File: config.mk
export PLATFORM = sky130hd
export DESIGN_NAME = key_decoder
export DESIGN_NICKNAME = d
export VERILOG_FILES = /design/src/rtl/key_decoder.sv
export SDC_FILE = /design/constraint.sdc
export NUM_CORES = 1
export LEC_CHECK = 0
export ABC_CLOCK_PERIOD_IN_PS = 2100
export BUFFER_PORTS_ARGS = -buffer_cell sky130_fd_sc_hd__buf_4
export CAP_MARGIN = 10
export CORE_ASPECT_RATIO = 1.25
export CORE_UTILIZATION = 45
export DETAILED_ROUTE_END_ITERATION = 12
export PLACE_DENSITY = 0.6
export SLEW_MARGIN = 5
export SYNTH_ARGS = -nofsm -noshare
export SYNTH_HDL_FRONTEND = slang
export SYNTH_SLANG_ARGS = --single-unit
File: constraint.sdc
create_clock -name clk -period 2.1 [get_ports clk]
set_input_delay 0.21 -clock clk [delete_from_list [all_inputs] [get_ports clk]]
set_output_delay 0.21 -clock clk [all_outputs]
set_load 0.02 [all_outputs]
File: src/rtl/key_decoder.sv
// key_decoder: turns PS/2 set-2 scan-code bytes into held-key movement levels
// (stepleft / stepright / stepjump) and a one-cycle game_start pulse.
// Tracks make / break / E0-extended sequences, swallows typematic repeats and
// abandons a dangling prefix after TIMEOUT_CYCLES idle cycles.
module key_decoder #(
    parameter int TIMEOUT_CYCLES = 650_000   // must be >= 2
) (
    input  logic       clk,
    input  logic       rst,
    input  logic [7:0] rx_data,
    input  logic       rx_valid,
    output logic       stepleft,
    output logic       stepright,
    output logic       stepjump,
    output logic       game_start
);

    localparam int CNT_W = $clog2(TIMEOUT_CYCLES + 1);
    // The FSM leaves a prefixed state on the edge where the count would reach
    // TIMEOUT_CYCLES-1, so the last byte still decoded in that state is the
    // one at prefix + TIMEOUT_CYCLES - 1.
    localparam logic [CNT_W-1:0] CNT_LAST = CNT_W'(TIMEOUT_CYCLES - 2);

    // Held-flag bit positions
    localparam int F_A     = 0;
    localparam int F_D     = 1;
    localparam int F_W     = 2;
    localparam int F_SPACE = 3;
    localparam int F_LEFT  = 4;
    localparam int F_RIGHT = 5;
    localparam int F_UP    = 6;
    localparam int F_ENTER = 7;

    localparam logic [7:0] CODE_EXT = 8'hE0;
    localparam logic [7:0] CODE_BRK = 8'hF0;

    typedef enum logic [1:0] {
        IDLE,
        EXT,
        BRK,
        EXT_BRK
    } state_t;

    state_t           state;
    logic [CNT_W-1:0] cnt;
    logic [7:0]       flags_p1;

    logic [7:0]       set_mask_p0;
    logic [7:0]       clr_mask_p0;
    logic [7:0]       flags_nxt_p0;
    logic             vld_p0;

    // Flag mask for a non-extended code; unknown codes give no flag.
    function automatic logic [7:0] base_mask(input logic [7:0] code);
        logic [7:0] m;
        m = 8'h00;
        case (code)
            8'h1C:   m[F_A]     = 1'b1;
            8'h23:   m[F_D]     = 1'b1;
            8'h1D:   m[F_W]     = 1'b1;
            8'h29:   m[F_SPACE] = 1'b1;
            8'h5A:   m[F_ENTER] = 1'b1;
            default: m = 8'h00;
        endcase
        return m;
    endfunction

    // Flag mask for the code following an E0 prefix.
    function automatic logic [7:0] ext_mask(input logic [7:0] code);
        logic [7:0] m;
        m = 8'h00;
        case (code)
            8'h6B:   m[F_LEFT]  = 1'b1;
            8'h74:   m[F_RIGHT] = 1'b1;
            8'h75:   m[F_UP]    = 1'b1;
            default: m = 8'h00;
        endcase
        return m;
    endfunction

    assign vld_p0 = rx_valid;

    // Decode stage: which flags this byte sets or clears in the current state.
    // Prefix bytes map to no flag in every table, so they never touch outputs.
    always_comb begin
        set_mask_p0 = 8'h00;
        clr_mask_p0 = 8'h00;
        if (vld_p0) begin
            case (state)
                IDLE:    set_mask_p0 = base_mask(rx_data);
                EXT:     set_mask_p0 = ext_mask(rx_data);
                BRK:     clr_mask_p0 = base_mask(rx_data);
                EXT_BRK: clr_mask_p0 = ext_mask(rx_data);
                default: begin
                    set_mask_p0 = 8'h00;
                    clr_mask_p0 = 8'h00;
                end
            endcase
        end
    end

    assign flags_nxt_p0 = (flags_p1 | set_mask_p0) & ~clr_mask_p0;

    // Register stage: sequence FSM, prefix timeout, held flags and outputs.
    always_ff @(posedge clk) begin
        if (rst) begin
            state      <= IDLE;
            cnt        <= '0;
            flags_p1   <= 8'h00;
            stepleft   <= 1'b0;
            stepright  <= 1'b0;
            stepjump   <= 1'b0;
            game_start <= 1'b0;
        end else begin
            flags_p1   <= flags_nxt_p0;
            stepleft   <= flags_nxt_p0[F_A] | flags_nxt_p0[F_LEFT];
            stepright  <= flags_nxt_p0[F_D] | flags_nxt_p0[F_RIGHT];
            stepjump   <= flags_nxt_p0[F_W] | flags_nxt_p0[F_SPACE] | flags_nxt_p0[F_UP];
            // Only a fresh Enter make fires; a typematic repeat finds ENTER set.
            game_start <= set_mask_p0[F_ENTER] & ~flags_p1[F_ENTER];

            if (vld_p0) begin
                cnt <= '0;
                case (state)
                    IDLE: begin
                        if (rx_data == CODE_EXT)
                            state <= EXT;
                        else if (rx_data == CODE_BRK)
                            state <= BRK;
                        else
                            state <= IDLE;
                    end
                    EXT: begin
                        if (rx_data == CODE_BRK)
                            state <= EXT_BRK;
                        else if (rx_data == CODE_EXT)
                            state <= EXT;
                        else
                            state <= IDLE;
                    end
                    BRK:     state <= IDLE;
                    EXT_BRK: state <= IDLE;
                    default: state <= IDLE;
                endcase
            end else if (state == IDLE) begin
                cnt <= '0;
            end else if (cnt == CNT_LAST) begin
                // Truncated sequence: drop the prefix, keep the flags.
                state <= IDLE;
                cnt   <= '0;
            end else begin
                cnt <= cnt + CNT_W'(1);
            end
        end
    end

endmodule

==> impl_metrics.csv, run 1 <==
group,metric,value,unit
pwr,comb_power_share,4.4,%
place,dp_cells,225,
timing,max_clock_freq,533,MHz
timing,worstMarginPinSlew,0.498,ns
die,rows,23,
pwr,power.internal,921,uW
routing,drtPass1Iterations,4,
cts,clock_path_buffers,2,
cts,cts.hold.buffers_added,0,
timing,finalCritPeriodShare,89.3,%
timing,slew_viol_final,0,
grt,grt_use_total,19.2,%
yosys,yosysWarnings,0,
routing,routedWlPerCell,14.1,um
timing,hold_viol,0,
yosys,synth.largest_area_cell,"dfxtp_1",
finish,stdcell_area,1820,um2
routing,post-route-drc-count,0,
pwr,p_seq_share,55.9,%
finish,antenna_cells,0,
timing,timing.final.ws_setup,0.225,ns
grt,grt_max_degree,21,
run,cap_violations,0,
routing,viasPerCell,5.89,
yosys,synth_nets,194,
die,ios,15,
grt,grt_pass1_wl,5.50,mm
cts,htree_levels,2,
routing,drt_iter0_markers,60,
worst_setup_path,crit_path_end_kind,"register",
cts,cts_buffers,5,
cts,path_clk_slew,0.06,ns
place,place_ws,0.225,ns
yosys,ys_top_cells_by_area,"dfxtp_1 42%, xnor2_1 5.4%, nor2_1 4.7%",
cts,cts_setup_buffers,0,
place,portBuffers,14,
cts,post_cts_resized,0,
finish,area_growth,13.1,%
yosys,netlist.area_leader.share,42.3,%
timing,fin_crit,1.88,ns
timing,rsz0062_at_grt,"false",
cts,clk_latency,0.28,ns
yosys,synth_common_cells,"34 x dfxtp_1, 20 x nor2_1, 11 x a21oi_1",
cts,cts_tree,"done",
cts,cts_root_buf,"clkbuf_8",
yosys,synth.distinct_cells,42,
pwr,p_sw,233,uW
grt,antenna_found_initial,0,
grt,gr-total-overflow,0,
yosys,syn_area,1610,um2
worst_setup_path,start_kind,"register",
worst_setup_path,crit_required,2.31,ns
place,placed_area,1740,um2
yosys,seq_area_frac_synth,42.3,%
timing,tns,0,ns
cts,clock-sinks,34,
yosys,synth_ff_type,"dfxtp_1",
yosys,synthMostInstantiatedCell,"dfxtp_1",
yosys,synth_seq_cells,34,
die,die_w,55.5,um
pwr,leakage,0.000577,uW
grt,grt_pass1_vias,1259,
yosys,synthesis.instances,181,
timing,slew-limit-headroom,66.5,%
die,die_area,3820,um2
finish,stdcell_count,231,
pwr,totalPowerFinal,1150,uW
worst_setup_path,path_max_fanout,5,
outcome,outcome,"finished, final reports clean",
routing,wl,3.25,mm
pwr,power_frac_clock,39.7,%
worst_setup_path,critPathKind,"register to register",
timing,finalSetupViolCount,0,
die,initial_core_util,48.7,%
place,hpwl,2.37,mm
die,coreArea,3310,um2
pwr,vdd_drop_max,0.000461,V
yosys,syn_avg_cell_area,8.90,um2
hold_path,min_path_type,"input port to register",
routing,vias,1360,
timing,fin_skew,0.00337,ns
routing,postRouteAntennaNets,0,
worst_setup_path,arrival,2.09,ns
place,place_congestion,0.946,
finish,final_net_count,208,
yosys,ys_async_sr_fraction,0,%
pwr,swShare,20.2,%
pwr,power.density,634,nW/um2
yosys,synth_edf_count,0,
finish,drive_gt1_share,12.9,%
die,die_y,68.9,um
## placed cells by master (no fill, tap or decap), types with 2 or more instances in the layout
cell and count:
dfxtp_1 34, nor2_1 20, buf_4 16, a21oi_1 11, nor4_1 10, xnor2_1 10, nand2_1 8, o31ai_1 8
or4_1 8, nand3_1 7, inv_1 6, clkbuf_8 6, nand4bb_1 5, nand4_1 3, or2_1 3, or3_1 3
nand3_2 2, o21a_1 2, nor3_1 2, xor2_1 2, a21o_1 2, nand4b_1 2, and4b_1 2, a31oi_1 2
a311oi_1 2, ha_1 2
## per-layer routing
| metal | global-route usage [%] | vias up | routed length (um) |
|---|---|---|---|
| met3 | 5.22 | 11 | 137 |
| met1 | 18.6 | 617 | 1350 |
| li1 | - | 700 | - |
| met2 | 36.0 | 32 | 1650 |
| met5 | 0 | - | 0 |
| met4 | 13.4 | 0 | 114 |
## logic make-up (layout without fill, tap and decap cells)
| logic type | Yosys count | count (layout) | synth area share [%] |
|---|---|---|---|
| flops | 34 | 34 | 42.3 |
| xor+xnor | 12 | 12 | 6.53 |
| fa+ha+maj | 2 | 2 | 1.55 |
| buf+inv | 15 | 28 | 3.73 |
| compound gates | 34 | 34 | 14.1 |
| simple gates | 84 | 84 | 31.8 |
## cell type report
cell class / count / area (um2)
clock buffers: 6 / 82.6
fillers: 320 / 1490
inverters: 6 / 22.5
multi-input cells: 132 / 870
flip-flops and latches: 34 / 681
well taps: 37 / 46.3
repair buffers: 16 / 120
## path summary, 6_finish.rpt
check	from	to	slack, ns	cells after the start
worst max-delay path	cnt[0]	cnt[18]	0.22	5
worst min-delay path	rst	flags_p1[7]	0.19	2
worst max register to register	cnt[0]	cnt[18]	0.22	5
worst min register to register	cnt[0]	cnt[0]	0.47	1
## sequential cells by signal, indices dropped and copies added (netlist names)
register    count
game_start      1
flags_p1        8
cnt            20
stepleft        1
stepright       1
state           2
stepjump        1
## through the flow
stage               hold WS (ns)  utilization [%]
finish                     0.193             55.0
global route               0.203             55.0
CTS                        0.180             55.0
detailed placement         0.462             52.6
global placement           0.457             52.6
floorplan                  0.343                -
## power groups by stage
stage / sequential (uW) / clock [uW] / combinational [uW]
after floorplan: 660 / 0 / 22.3
after global placement: 660 / 0 / 49.5
after detailed placement: 660 / 0 / 50.1
after CTS: 645 / 485 / 50.5
after global routing: 645 / 506 / 55.4
final: 646 / 458 / 51.1
## critical path, cell delays in order (launching register included)
cell and delay, ns:
dfxtp_1 0.39, ha_1 0.23, nand4_1 0.20, or2_1 0.35, or4_1 0.51, a21oi_1 0.15
Power figures use the tool's default switching activity.
==> inputs of run 2 (changes only) <==
==> config.mk (replaced) <==
export PLATFORM = sky130hd
export DESIGN_NAME = key_decoder
export DESIGN_NICKNAME = d
export VERILOG_FILES = /design/src/rtl/key_decoder.sv
export SDC_FILE = /design/constraint.sdc
export NUM_CORES = 1
export LEC_CHECK = 0
export ABC_CLOCK_PERIOD_IN_PS = 2050
export BUFFER_PORTS_ARGS = -buffer_cell sky130_fd_sc_hd__buf_4
export CAP_MARGIN = 10
export CORE_ASPECT_RATIO = 1.25
export CORE_UTILIZATION = 57
export DETAILED_ROUTE_END_ITERATION = 12
export PLACE_DENSITY = 0.74
export SLEW_MARGIN = 0
export SYNTH_ARGS = -nofsm -noshare
export SYNTH_HDL_FRONTEND = slang
export SYNTH_SLANG_ARGS = --single-unit
==> constraint.sdc (replaced) <==
create_clock -name clk -period 2.05 [get_ports clk]
set_input_delay 0.205 -clock clk [delete_from_list [all_inputs] [get_ports clk]]
set_output_delay 0.205 -clock clk [all_outputs]
set_load 0.02 [all_outputs]
==> run 2 against run 1 <==
- sequential power is 2% higher
- design area hardly changed
- first-iteration DRC count is 20% higher
- die area is 20% lower
- combinational power is 5.5% higher
- cell count is 0.87% higher
- clock-buffer cell count is 1 higher
- flip-flop and latch count stayed put
- core utilization is 13 points higher
- non-clock buffer count is 3 higher
==> impl_metrics.csv, run 2 (synthesis gave the netlist of run 1 again) <==
group,metric,value,unit
cts,cts_setup_buffers,0,
finish,drive_gt1_share,15.1,%
worst_setup_path,start_kind,"register",
pwr,power.internal,852,uW
timing,hold_viol,0,
routing,routedWlPerCell,15.2,um
finish,final_common_cell,"dfxtp_1",
hold_path,min_path_type,"input port to register",
worst_setup_path,critPathKind,"register to register",
pwr,power.density,604,nW/um2
pwr,p_seq_share,60.1,%
cts,cts_root_buf,"clkbuf_4",
timing,worstMarginPinSlew,0.483,ns
cts,cts_buffers,5,
grt,grt_pass1_vias,1352,
pwr,totalPowerFinal,1100,uW
routing,drt_iter0_markers,72,
routing,post-route-drc-count,0,
worst_setup_path,arrival,2.20,ns
routing,drtPass1Iterations,4,
routing,postRouteAntennaNets,0,
timing,rsz0062_at_grt,"false",
finish,largest_reg_flops,20,
die,coreArea,2680,um2
routing,vias,1426,
pwr,swShare,22.6,%
cts,clock_path_buffers,2,
cts,cts.hold.buffers_added,0,
cts,post_cts_resized,0,
timing,finalSetupViolCount,0,
grt,antenna_found_initial,0,
die,die_area,3040,um2
timing,max_clock_freq,515,MHz
finish,largest_register,"cnt",
finish,reg_top3,"cnt x20, flags_p1 x8, state x2",
worst_setup_path,crit_required,2.31,ns
pwr,p_sw,248,uW
outcome,outcome,"finished, final reports clean",
grt,gr-total-overflow,0,
timing,slew-limit-headroom,67.5,%
timing,finalCritPeriodShare,94.7,%
place,place_congestion,0.899,
die,initial_core_util,60.1,%
worst_setup_path,path_max_fanout,5,
cts,clk_latency,0.33,ns
pwr,power_frac_clock,35.0,%
die,die_w,49.5,um
finish,final_cell_mix,"34 x dfxtp_1, 20 x nor2_1, 19 x buf_4",
timing,slew_viol_final,0,
grt,grt_max_degree,21,
die,die_y,61.4,um
cts,cts_tree,"done",
die,rows,21,
pwr,vdd_drop_max,0.000495,V
die,ios,15,
cts,path_clk_slew,0.10,ns
timing,tns,0,ns
grt,grt_use_total,25.6,%
worst_setup_path,crit_path_end_kind,"register",
timing,fin_skew,0.00267,ns
run,cap_violations,0,
routing,viasPerCell,6.12,
place,hpwl,2.48,mm
grt,grt_pass1_wl,5.82,mm
pwr,leakage,0.000584,uW
pwr,comb_power_share,4.9,%
timing,fin_crit,1.94,ns
finish,final_net_count,211,
routing,wl,3.55,mm
finish,antenna_cells,0,
place,portBuffers,14,
finish,final_util,67.9,%
cts,clock-sinks,34,
cts,htree_levels,2,
finish,area_growth,13.1,%
-- run 2: cell count changes in the layout (fill, tap and decap cells not counted) --
cell      before  now
clkbuf_8       6    1
clkinv_2       0    1
clkbuf_4       0    5
or2_1          3    2
buf_4         16   19
clkbuf_1       0    1
or2_4          0    1
-- run 2: final timing paths --
kind                             startpoint          end  slack (ns)  cells past startpoint
worst min register to register  flags_p1[0]  flags_p1[0]        0.49                      2
worst max-delay path                 cnt[0]      cnt[18]        0.11                      5
worst min-delay path                    rst  flags_p1[7]        0.13                      2
worst max register to register       cnt[0]      cnt[18]        0.11                      5
-- run 2: stage by stage --
stage                     hold slack [ns]  cell area [um2]  setup slack [ns]  std cells
after floorplan                     0.338             1610             0.261        181
after global placement              0.455             1760             0.245        225
after detailed placement            0.468             1760             0.132        225
after CTS                           0.117             1820             0.112        233
after global routing                0.121             1820           0.00842        233
final                               0.130             1820             0.108        233
-- run 2: area by class of cell --
class | instances | area, um2
timing repair buffer | 19 | 143
fill | 231 | 860
multi-input combinational | 132 | 872
tap | 34 | 42.5
clock inverter | 1 | 5.00
sequential | 34 | 681
clock buffer | 7 | 55.1
inverter | 6 | 22.5
-- run 2: power by group through the flow --
stage | Clock [uW] | Combinational (uW) | Sequential [uW]
4_1_cts | 396 | 53.2 | 661
3_3_place_gp | 0 | 51.1 | 676
2_1_floorplan | 0 | 22.8 | 676
3_5_place_dp | 0 | 52.6 | 676
5_1_grt | 425 | 57.6 | 661
6_report | 385 | 53.9 | 661
-- run 2: metal layers --
metal / wire length (um) / global-route usage (%)
met5: 0 / 0
met2: 1920 / 50.4
met3: 116 / 6.91
met1: 1470 / 25.4
met4: 36 / 11.0
-- run 2: critical path, stage by stage (launching register included) --
cell and delay [ns]:
dfxtp_1 0.41, ha_1 0.23, nand4_1 0.22, or2_4 0.35, or4_1 0.50, a21oi_1 0.16
==> inputs of run 3 (changes only) <==
--- a/config.mk
+++ b/config.mk
@@ -9,9 +9,9 @@
 export BUFFER_PORTS_ARGS = -buffer_cell sky130_fd_sc_hd__buf_4
 export CAP_MARGIN = 10
 export CORE_ASPECT_RATIO = 1.25
-export CORE_UTILIZATION = 57
+export CORE_UTILIZATION = 40
 export DETAILED_ROUTE_END_ITERATION = 12
-export PLACE_DENSITY = 0.74
+export PLACE_DENSITY = 0.54
 export SLEW_MARGIN = 0
 export SYNTH_ARGS = -nofsm -noshare
 export SYNTH_HDL_FRONTEND = slang
==> run 3 against run 2 <==
- worst setup slack better by 0.13 ns
- total power up 10%
- critical path type unchanged
- core utilization down 19 points
- design area up 3.0%
- first-iteration DRC count up 21%
- register-to-register slack better by 0.13 ns
- worst hold slack better by 0.058 ns
- critical path depth unchanged
- sequential power about the same
- combinational power about the same
- via count down 1.8%
==> impl_metrics.csv, run 3 (synthesis gave the netlist of run 1 again) <==
group,metric,value,unit
grt,grt_pass1_wl,5.97,mm
finish,final_common_cell,"dfxtp_1",
die,die_y,72.9,um
finish,antenna_cells,0,
finish,final_net_count,211,
worst_setup_path,crit_slowest_cell,"or4_1",
timing,finalSetupViolCount,0,
pwr,totalPowerFinal,1210,uW
finish,largest_register,"cnt",
worst_setup_path,critPathKind,"register to register",
routing,vias,1401,
timing,slew_viol_final,0,
place,place_congestion,0.843,
worst_setup_path,critical_path_buf_inv_count,0,
timing,tns,0,ns
cts,clk_latency,0.28,ns
place,placed_area,1780,um2
worst_setup_path,ff2ff_path_depth,5,
cts,cts_tree,"done",
finish,stdcell_count,253,
routing,postRouteAntennaNets,0,
cts,htree_levels,2,
routing,drt_iter0_markers,87,
pwr,power_frac_clock,41.1,%
cts,clock_path_buffers,2,
pwr,p_sw,258,uW
timing,hold_slack,0.189,ns
routing,drtPass1Iterations,4,
timing,rsz0062_at_grt,"false",
cts,cts_root_buf,"clkbuf_8",
die,ios,15,
pwr,comb_power_share,4.4,%
place,portBuffers,14,
worst_setup_path,start_kind,"register",
cts,cts_buffers,5,
hold_path,worstHoldPathCells,2,
die,initial_core_util,42.2,%
finish,stdcell_area,1870,um2
place,hpwl,2.57,mm
pwr,p_seq_share,54.4,%
timing,hold_viol,0,
cts,path_clk_slew,0.07,ns
grt,grt_max_degree,21,
pwr,power.internal,956,uW
timing,fin_skew,0.00532,ns
place,dp_cells,245,
worst_setup_path,crit_required,2.27,ns
timing,finalCritPeriodShare,88.3,%
die,coreArea,3820,um2
worst_setup_path,path_cells,"ha_1, nand4_1, or2_1, or4_1, a21oi_1",
finish,reg_top3,"cnt x20, flags_p1 x8, state x2",
pwr,power.density,648,nW/um2
pwr,leakage,0.000594,uW
outcome,outcome,"finished, final reports clean",
worst_setup_path,path_depth,5,
routing,post-route-drc-count,0,
finish,drive_gt1_share,14.6,%
cts,clock-sinks,34,
timing,slew-limit-headroom,63.4,%
grt,grt_pass1_vias,1311,
finish,final_cell_mix,"34 x dfxtp_1, 20 x nor2_1, 19 x buf_4",
cts,cts.hold.buffers_added,0,
hold_path,min_path_type,"input port to register",
worst_setup_path,arrival,2.03,ns
routing,routedWlPerCell,14.0,um
grt,antenna_found_initial,0,
cts,post_cts_resized,0,
worst_setup_path,slowest_delay,0.52,ns
timing,worstMarginPinSlew,0.544,ns
timing,fin_crit,1.81,ns
pwr,swShare,21.2,%
grt,gr-total-overflow,0,
finish,largest_reg_flops,20,
pwr,vdd_drop_max,0.000391,V
routing,wl,3.54,mm
die,die_w,58.8,um
grt,grt_use_total,18.7,%
die,rows,25,
worst_setup_path,cpLargestDelayFamily,"simple AND/OR/NAND/NOR gates",
timing,max_clock_freq,552,MHz
finish,area_growth,16.4,%
worst_setup_path,crit_path_end_kind,"register",
die,die_area,4290,um2
cts,cts_setup_buffers,0,
worst_setup_path,path_max_fanout,5,
run,cap_violations,0,
worst_setup_path,ff2ff_setup_slack,0.24,ns
routing,viasPerCell,5.54,
## run 3: changes by cell type in the layout (fill, tap and decap cells not counted)
cell	previous run	this run
clkbuf_4	5	0
clkbuf_8	1	6
or2_1	2	3
or2_4	1	0
## run 3: path summary, 6_finish.rpt
check | from | endpoint
worst max-delay path | cnt[0] | cnt[18]
worst min register to register | flags_p1[0] | flags_p1[0]
worst min-delay path | rst | flags_p1[7]
worst max register to register | cnt[0] | cnt[18]
## run 3: through the flow
stage,setup WS [ns],util (%)
floorplan,0.261,-
global placement,0.279,46.7
detailed placement,0.240,46.7
CTS,0.237,49.1
global route,0.123,49.1
finish,0.240,49.1
## run 3: layout make-up
cell class	instances	area, um2
inverters	6	22.5
well taps	54	67.6
clock buffers	7	86.3
multi-input cells	132	870
clock inverters	1	5.00
fillers	396	1940
flip-flops and latches	34	681
repair buffers	19	143
## run 3: power by group through the flow
stage | clock [uW] | combinational (uW) | sequential (uW)
final | 500 | 53.7 | 661
after global routing | 562 | 58.2 | 660
after CTS | 522 | 52.9 | 661
after detailed placement | 0 | 52.8 | 676
after global placement | 0 | 51.7 | 676
after floorplan | 0 | 22.8 | 676
## run 3: worst reg2reg max path, stage by stage (launching register included)
cell and delay [ns]:
dfxtp_1 0.40, ha_1 0.23, nand4_1 0.12, or2_1 0.34, or4_1 0.52, a21oi_1 0.14
## run 3: layer usage
layer | wire length [um] | global-route usage, % | share of wire [%]
met5 | 0 | 0 | 0
met4 | 129 | 11.9 | 3.6
met3 | 112 | 4.79 | 3.2
met2 | 1750 | 30.6 | 50
met1 | 1540 | 21.5 | 44
